==> src/rtl/fifo_pkg.sv <==
// Shared constants and helpers for the asynchronous FIFO read side.
// Used by fifo_rd_fwft and fwft_buf_2e.
package fifo_pkg;

   localparam int unsigned FIFO_RD_LAT   = 1;   // RAM read data valid one cycle after an accepted read
   localparam int unsigned FWFT_DEPTH    = 2;   // output buffer entries
   localparam int unsigned RST_GUARD_CYC = 2;   // cycles r_en stays low after reset release
   localparam int unsigned FIFO_CNT_W    = 16;  // delivered-word counter width

   typedef logic [1:0] fwft_occ_t;

   // True when one more read can be issued without the returning word
   // overflowing the output buffer: stored + in flight - leaving now < depth.
   function automatic logic fwft_issue_ok(input fwft_occ_t occ,
                                          input logic      inflight,
                                          input logic      pop);
      logic [2:0] load;
      load = {1'b0, occ} + {2'b00, inflight} - {2'b00, pop};
      return (load < 3'(FWFT_DEPTH));
   endfunction

endpackage

==> src/rtl/fifo_rd_fwft_buf.sv <==
// fwft_buf_2e: 2-entry circular output buffer for the FWFT read adapter.
// Registered head word, occupancy count and valid flag.
module fwft_buf_2e
   import fifo_pkg::*;
#(
   parameter int unsigned DW = 8
) (
   input  logic          clk_i,
   input  logic          rst_ni,
   input  logic          wr_en_i,
   input  logic [DW-1:0] wr_data_i,
   input  logic          rd_en_i,
   output fwft_occ_t     occ_o,
   output logic          valid_o,
   output logic [DW-1:0] data_o
);

   logic [DW-1:0] mem_q [FWFT_DEPTH];
   logic [DW-1:0] mem_d [FWFT_DEPTH];
   logic          wr_ptr_q, wr_ptr_d;
   logic          rd_ptr_q, rd_ptr_d;
   fwft_occ_t     occ_q, occ_d;
   logic [DW-1:0] dout_q, dout_d;
   logic          rd;

   // Next-state: write at wr_ptr, advance rd_ptr on pop, head word follows rd_ptr
   always_comb begin
      for (int unsigned i = 0; i < FWFT_DEPTH; i++) begin
         mem_d[i] = mem_q[i];
      end
      wr_ptr_d = wr_ptr_q;
      rd_ptr_d = rd_ptr_q;
      occ_d    = occ_q;
      rd       = rd_en_i & (occ_q != 2'd0);
      if (wr_en_i) begin
         mem_d[wr_ptr_q] = wr_data_i;
         wr_ptr_d        = ~wr_ptr_q;
      end
      if (rd) begin
         rd_ptr_d = ~rd_ptr_q;
      end
      case ({wr_en_i, rd})
         2'b10:   occ_d = occ_q + 2'd1;
         2'b01:   occ_d = occ_q - 2'd1;
         default: occ_d = occ_q;
      endcase
      // Registered head: look ahead through the post-write array so a word
      // written into an empty buffer shows up the very next cycle.
      dout_d = mem_d[rd_ptr_d];
   end

   // State registers, cleared asynchronously
   always_ff @(posedge clk_i or negedge rst_ni) begin
      if (!rst_ni) begin
         for (int unsigned i = 0; i < FWFT_DEPTH; i++) begin
            mem_q[i] <= '0;
         end
         wr_ptr_q <= 1'b0;
         rd_ptr_q <= 1'b0;
         occ_q    <= '0;
         dout_q   <= '0;
      end else begin
         for (int unsigned i = 0; i < FWFT_DEPTH; i++) begin
            mem_q[i] <= mem_d[i];
         end
         wr_ptr_q <= wr_ptr_d;
         rd_ptr_q <= rd_ptr_d;
         occ_q    <= occ_d;
         dout_q   <= dout_d;
      end
   end

   // Output mapping
   always_comb begin
      occ_o   = occ_q;
      valid_o = (occ_q != 2'd0);
      data_o  = dout_q;
   end

   // A capture into a full buffer without a simultaneous pop would lose a word
   a_no_overflow: assert property (@(posedge clk_i) disable iff (!rst_ni)
      !(wr_en_i && (occ_q == 2'd2) && !rd_en_i));

endmodule

==> src/rtl/fifo_rd_fwft.sv <==
// fifo_rd_fwft: first-word-fall-through read adapter for the async FIFO.
// Issues r_en from r_empty and buffer space, captures r_data one cycle
// later into a 2-entry buffer, presents a valid/ready stream.
// Optional macro FWFT_STAT_EN adds the 16-bit delivered-word counter rd_cnt.
module fifo_rd_fwft
   import fifo_pkg::*;
#(
   parameter int unsigned DW = 8
) (
   input  logic                  r_clk,
   input  logic                  rst_n,
   input  logic                  r_empty,
   output logic                  r_en,
   input  logic [DW-1:0]         r_data,
   output logic                  m_valid,
   output logic [DW-1:0]         m_data,
   input  logic                  m_ready
`ifdef FWFT_STAT_EN
   ,
   output logic [FIFO_CNT_W-1:0] rd_cnt
`endif
);

   localparam logic [1:0] GUARD_MAX = 2'(RST_GUARD_CYC);

   logic [1:0] guard_q, guard_d;
   logic       guard_done;
   logic       inflight_q, inflight_d;
   logic       acc_rd;
   logic       pop;
   fwft_occ_t  occ;

   // Read issue: only after the guard, only if the returning word will fit
   always_comb begin
      guard_done = (guard_q == GUARD_MAX);
      pop        = m_valid & m_ready;
      r_en       = guard_done & ~r_empty & fwft_issue_ok(occ, inflight_q, pop);
      acc_rd     = r_en & ~r_empty;
   end

   // Next-state for the reset guard and the in-flight flag
   always_comb begin
      guard_d    = (guard_q == GUARD_MAX) ? guard_q : guard_q + 2'd1;
      inflight_d = acc_rd;
   end

   // Guard and in-flight registers; an in-flight word is dropped on reset
   always_ff @(posedge r_clk or negedge rst_n) begin
      if (!rst_n) begin
         guard_q    <= '0;
         inflight_q <= 1'b0;
      end else begin
         guard_q    <= guard_d;
         inflight_q <= inflight_d;
      end
   end

   fwft_buf_2e #(
      .DW (DW)
   ) u_buf (
      .clk_i     (r_clk),
      .rst_ni    (rst_n),
      .wr_en_i   (inflight_q),
      .wr_data_i (r_data),
      .rd_en_i   (pop),
      .occ_o     (occ),
      .valid_o   (m_valid),
      .data_o    (m_data)
   );

`ifdef FWFT_STAT_EN
   logic [FIFO_CNT_W-1:0] rd_cnt_q, rd_cnt_d;

   // Delivered-word count, wraps naturally at the top
   always_comb begin
      rd_cnt_d = rd_cnt_q;
      if (pop) begin
         rd_cnt_d = rd_cnt_q + FIFO_CNT_W'(1);
      end
      rd_cnt = rd_cnt_q;
   end

   // Counter register
   always_ff @(posedge r_clk or negedge rst_n) begin
      if (!rst_n) begin
         rd_cnt_q <= '0;
      end else begin
         rd_cnt_q <= rd_cnt_d;
      end
   end
`endif

endmodule

==> config.mk <==
export PLATFORM = sky130hd
export DESIGN_NAME = fifo_rd_fwft
export DESIGN_NICKNAME = d
export VERILOG_FILES = /design/src/rtl/fifo_pkg.sv /design/src/rtl/fifo_rd_fwft_buf.sv /design/src/rtl/fifo_rd_fwft.sv
export SDC_FILE = /design/constraint.sdc
export NUM_CORES = 1
export LEC_CHECK = 0
export ABC_AREA = 1
export BUFFER_PORTS_ARGS = -buffer_cell sky130_fd_sc_hd__buf_2
export CAP_MARGIN = 20
export CORE_MARGIN = 5
export CORE_UTILIZATION = 40
export CTS_BUF_LIST = sky130_fd_sc_hd__clkbuf_8
export CTS_CLUSTER_DIAMETER = 50
export DETAILED_ROUTE_END_ITERATION = 7
export SLEW_MARGIN = 20
export SYNTH_ARGS = -nofsm -noshare
export SYNTH_HDL_FRONTEND = slang
export SYNTH_SLANG_ARGS = --single-unit
==> constraint.sdc <==
create_clock -name r_clk -period 2.45 [get_ports r_clk]
set_input_delay 0.3675 -clock r_clk [delete_from_list [all_inputs] [get_ports r_clk]]
set_output_delay 0.3675 -clock r_clk [all_outputs]
set_load 0.005 [all_outputs]
# Yosys cells after proc, flatten, opt, wreduce, memory -nomap -nowiden
# Cells that the tools add are included.
word_totals:
  latch_bits: 0
  romBits: 0
  in_bits: 12
  memories: 0
  word_cells: 42
  ff_bits: 31
  ram_bits: 0
  out_inout_bits: 10
classes:
  n_mul: 0
  eq_ne: 3
  n_addsub: 5
  n_div: 0
  reduce_logical: 3
  order_cmp: 4
  bitwise_logic: 10
  shifts: 0
  mux: 9
ops:
  columns: ["cell", "count"]
  rows:
  - ["two-way mux 8 bit", 4]
  - ["bitwise mux 16 bit", 1]
  - ["two-way mux 16 bit", 1]
  - ["demux 8 bit (select 1 bit)", 1]
  - ["AND 1 bit", 5]
  - ["adder 2 x 1 -> 2 bit (second input constant)", 2]
  - ["equality test 2 bit (second input constant)", 2]
  - [">= comparator 2 bit (second input constant)", 2]
  - ["inverter 1 -> 2 bit", 2]
  - ["case mux 2 bit (2 select lines)", 1]
  - ["nonzero test 2 bit", 2]
  - ["adder 2 x 1 -> 3 bit", 1]
  - ["less-than comparator 3 x 2 -> 1 bit (second input constant)", 1]
  - ["inverter 1 bit", 3]
  - ["subtractor 3 x 1 -> 3 bit", 1]
  - ["equality test 2 x 1 -> 1 bit (second input constant)", 1]
  - ["less-than comparator 2 x 1 -> 1 bit (second input constant)", 1]
  - ["subtractor 2 x 1 -> 2 bit (second input constant)", 1]
  - ["logical AND 1 bit", 1]
  - ["two-way mux 1 bit", 1]

# Longest topological paths before layout
depth:
  word_depth: 10
  depth_mapped: 9
  mapped_depth_nobuf: 9

# By module
# Synthesis repeated with hierarchy kept, for this count alone.
hier_totals:
  hier_cells: 152
  hier_area_um2: 1440.1
modules_own_cells:
  columns: ["module", "area_each_um2", "seq_area_each_um2", "cells_each", "n_inst"]
  rows:
  - ["fwft_buf_2e", 1239.9, 700.7, 128, 1]
  - ["fifo_rd_fwft", 200.2, 75.1, 24, 1]

# Least setup slack after synthesis
# OpenSTA, ideal clock, no wires.
synth_path:
  kind: "register to output"
  from: "register u_buf.occ_q[1], in the netlist u_buf.occ_o[1]"
  to: "output r_en"
  arrival_ns: 1.959
  t_required_ns: 2.082
  path_buffers: 0
  path_stages_with_launch: 10
  slack_ns: 0.124
  cell_sequence: "dfrtp_1 > inv_1 > nand2_4 > nand2_2 > inv_1 > ha_1 > or2_1 > fa_1 > nand2_1 > nor3_1"
synth_between:
  elab_chain_len: 5
  word_cells_on_any_way: 6
  cone_classes: "add/sub: 2; order compare: 1; bitwise: 2; reduce/logical: 1"
synth_rtl:
  columns: ["item", "line_no", "source"]
  rows:
  - ["start, declared", "fifo_rd_fwft_buf.sv:22", "fwft_occ_t occ_q, occ_d;"]
  - ["start signal, assigned", "fifo_rd_fwft_buf.sv:60", "occ_q <= '0;"]
  - ["start signal, assigned", "fifo_rd_fwft_buf.sv:68", "occ_q <= occ_d;"]
  - ["nonzero test 2 bit", "fifo_rd_fwft_buf.sv:76", "valid_o = (occ_q != 2'd0);"]
  - ["net m_valid", "fifo_rd_fwft.sv:15", "output logic m_valid,"]
  - ["AND 1 bit", "fifo_rd_fwft.sv:36", "pop = m_valid & m_ready;"]
  - ["subtractor 3 x 1 -> 3 bit", "fifo_pkg.sv:18", "load = {1'b0, occ} + {2'b00, inflight} - {2'b00, pop};"]
  - ["less-than comparator 3 x 2 -> 1 bit", "fifo_pkg.sv:19", "return (load < 3'(FWFT_DEPTH));"]
  - ["AND 1 bit", "fifo_rd_fwft.sv:37", "r_en = guard_done & ~r_empty & fwft_issue_ok(occ, inflight_q, pop);"]
  - ["end, declared", "fifo_rd_fwft.sv:13", "output logic r_en,"]
# The timed path passes the listed nets, and every way through them passes these cells.

# Worst setup path after layout
layout_path:
  from: "register u_buf.occ_q[0], in the netlist u_buf.occ_o[0]"
  to: "output r_en"
layout_between:
  elab_chain_len: 5
  word_cells_on_any_way: 6
  cone_classes: "add/sub: 2; order compare: 1; bitwise: 2; reduce/logical: 1"
layout_rtl:
  columns: ["item", "line_no"]
  rows:
  - ["branches (longest 2 deep; another with adder 2 x 1 -> 3 bit)", null]
  - ["subtractor 3 x 1 -> 3 bit *", "fifo_pkg.sv:18"]
  - ["less-than comparator 3 x 2 -> 1 bit *", "fifo_pkg.sv:19"]
  - ["AND 1 bit *", "fifo_rd_fwft.sv:37"]
# Mark *: on every way between the ends.

==> out/metrics.yaml <==
yosys:
  synth_cells: 143
  synth_top_area_share_pct: 56.57
  synth-seq-area-share_pct: 56.57
  synth_nets: 159
  synth_area_per_cell_um2: 9.590
  netlist.top_cell.by_area: "dfrtp_1"
  syn_area_um2: 1371
  ys_ff_latch: 31
  synthTopCellsByArea: "dfrtp_1 57%, nand2_1 13%, nand3_1 12%"
  yosysUniqueCellTypes: 18
  yosysWarningCount: 0
drt:
  vias: 1065
  via_per_inst: 4.733
  ant_nets: 0
  wl_per_cell_um: 12.47
  drt-initial-drc-count: 56
  wl_mm: 2.806
  drc: 0
  first_pass_iters: 4
final_layout:
  antenna_cells: 0
  syn_to_final_growth_pct: 22.99
  fin_nets: 194
  final_cell_mix: "46 x nand2_1, 32 x nand3_1, 31 x dfrtp_1"
  drive_gt1_share_pct: 30.73
  final_common_cell: "nand2_1"
placement:
  portBuffers: 21
  globalplace.congestion: 0.7849
  place_ws_ns: 0.006112
  dp_hpwl_mm: 1.873
sta:
  skew_ns: 0.01026
  finalMaxSlewViolations: 0
  finalSetupViolCount: 1
  max_freq_mhz: 389.5
  slew_headroom_pct: 55.51
  worst_pin_slew_ns: 0.6674
  fin_crit_sh_pct: 104.8
  hold_ws_ns: 0.1186
  finalWorstSetupSlack_ns: -0.1171
  rsz0062_at_grt: "true"
  final.min_clock_period_ns: 2.567
  timing_hold_violations_final: 0
worst_setup_path:
  cp.required_ns: 2.08
  cp_max_fo: 2
  crit_arrival_ns: 2.20
  critPathKind: "reg -> out"
  end_kind: "output port"
  rr_worst_depth: 11
  start_kind: "flop"
global_route:
  grt_max_degree: 32
  grt_use_total_pct: 14.41
  grt_pass1_wl_mm: 4.940
  antenna_found_initial: 0
  grt_overflow: 0
  grt_pass1_vias: 1095
floorplanning:
  dieWidth_um: 68.55
  ios: 22
  fp.dieArea_um2: 4699
  coreArea_um2: 3337
  std_cell_rows: 21
  die_y_um: 68.55
  initial_core_util_pct: 41.09
status:
  status: "finished, violations left"
  violations: "setup timing"
clock_network:
  hold_buffers: 0
  cts.sinks: 31
  insertion_delay_ns: 0.28
  cts_tree: "built"
  htree_levels: 2
  cts_root_buf: "clkbuf_8"
  cts.path.max_buffers: 2
  cts_made_buffers: 5
  path_clk_slew_ns: 0.07
power:
  power.leakage_nw: 0.9038
  power_w: 0.002212
  p_per_area_nw_per_um2: 1311
  ir_drop_mv: 0.5706
worst_hold_path:
  hold_path_class: "in -> async"
job:
  max-cap-violations: 0
## repair_timing
action,CTS,global route
endpoints found under the setup margin,1,1
buffers inserted,6,2
pin swaps,5,4
resized for setup,5,3
gates cloned,0,0
## cell usage after synthesis (all sizes together)
master	instances
or2	1
fa	1
nor3	2
o21ai	1
dfrtp	31
xor2	2
nand3	35
buf	3
xnor2	2
nand2	53
inv	9
ha	3
## cell type report
cell class                      count  area, µm²
Inverter                            9      36.28
Clock buffer                        5      68.82
Tap cell                           46      57.56
Fill cell                         324       1650
Timing Repair Buffer               31      180.2
Clock inverter                      3      12.51
Sequential cell                    31      775.7
Multi-Input combinational cell    100      555.5
## per-layer routing
metal	vias to the layer above	GRT usage (%)	share of wire, %
met5	-	0	0
met4	0	5.955	1.5
met3	5	3.890	4.6
met2	19	23.72	51
met1	509	17.79	43
li1	532	-	-
## flip-flops by register name, summed over array words and instances, names as in the netlist
register / count
guard_q: 2
inflight_q: 1
u_buf.data_o: 8
u_buf.mem_q: 16
u_buf.occ_o: 2
u_buf.rd_ptr_q: 1
u_buf.wr_ptr_q: 1
## critical path: stages, from the launching register on
cell and delay [ns]:
dfrtp_1 0.39, inv_2 0.09, nand2_4 0.06, nand2_4 0.07, inv_4 0.04, ha_4 0.19, or2_4 0.22, fa_1 0.52
nand2_2 0.07, nor3_2 0.14, buf_2 0.13
## logic make-up (layout without fill, tap and decap cells)
family                     Yosys count  in the layout  synth area share [%]
xor gates and xnor gates             4              4                 2.555
and+or+nand+nor                     91             91                 31.39
adders and majority gates            4              4                 4.197
buffers and inverters               12             48                 4.927
AOI/OAI and AO/OA                    1              1                0.3646
DFF                                 31             31                 56.57
## power by group
group	total (W)	internal, W	switching, W	leakage [nW]
clock network	0.000367	0.000190	0.000176	0.0505
logic	0.000988	0.000431	0.000557	0.479
registers	0.000857	0.000753	0.000104	0.375
## per-stage QoR
stage	util, %	instance area [µm²]	TNS (ns)	instances
global placement	45.41	1515	0	209
CTS	49.79	1662	-0.1058	223
detailed placement	45.41	1515	0	209
finish	50.54	1687	-0.1171	225
global route	50.54	1687	-0.2336	225
floorplan	-	1371	0	143
## path summary, 6_finish.rpt
kind / from / to / slack [ns]
setup / recovery: u_buf.occ_o[0] / r_en / -0.12
hold / removal: rst_n / inflight_q / 0.12
setup reg to reg: u_buf.occ_o[0] / inflight_q / 0.32
hold reg to reg: u_buf.mem_q[5] / u_buf.mem_q[5] / 0.47
max in group asynchronous: rst_n / u_buf.mem_q[15] / 1.89
min in group r_clk: r_empty / inflight_q / 0.26
Note: power is estimated with default switching activity, not from simulation.
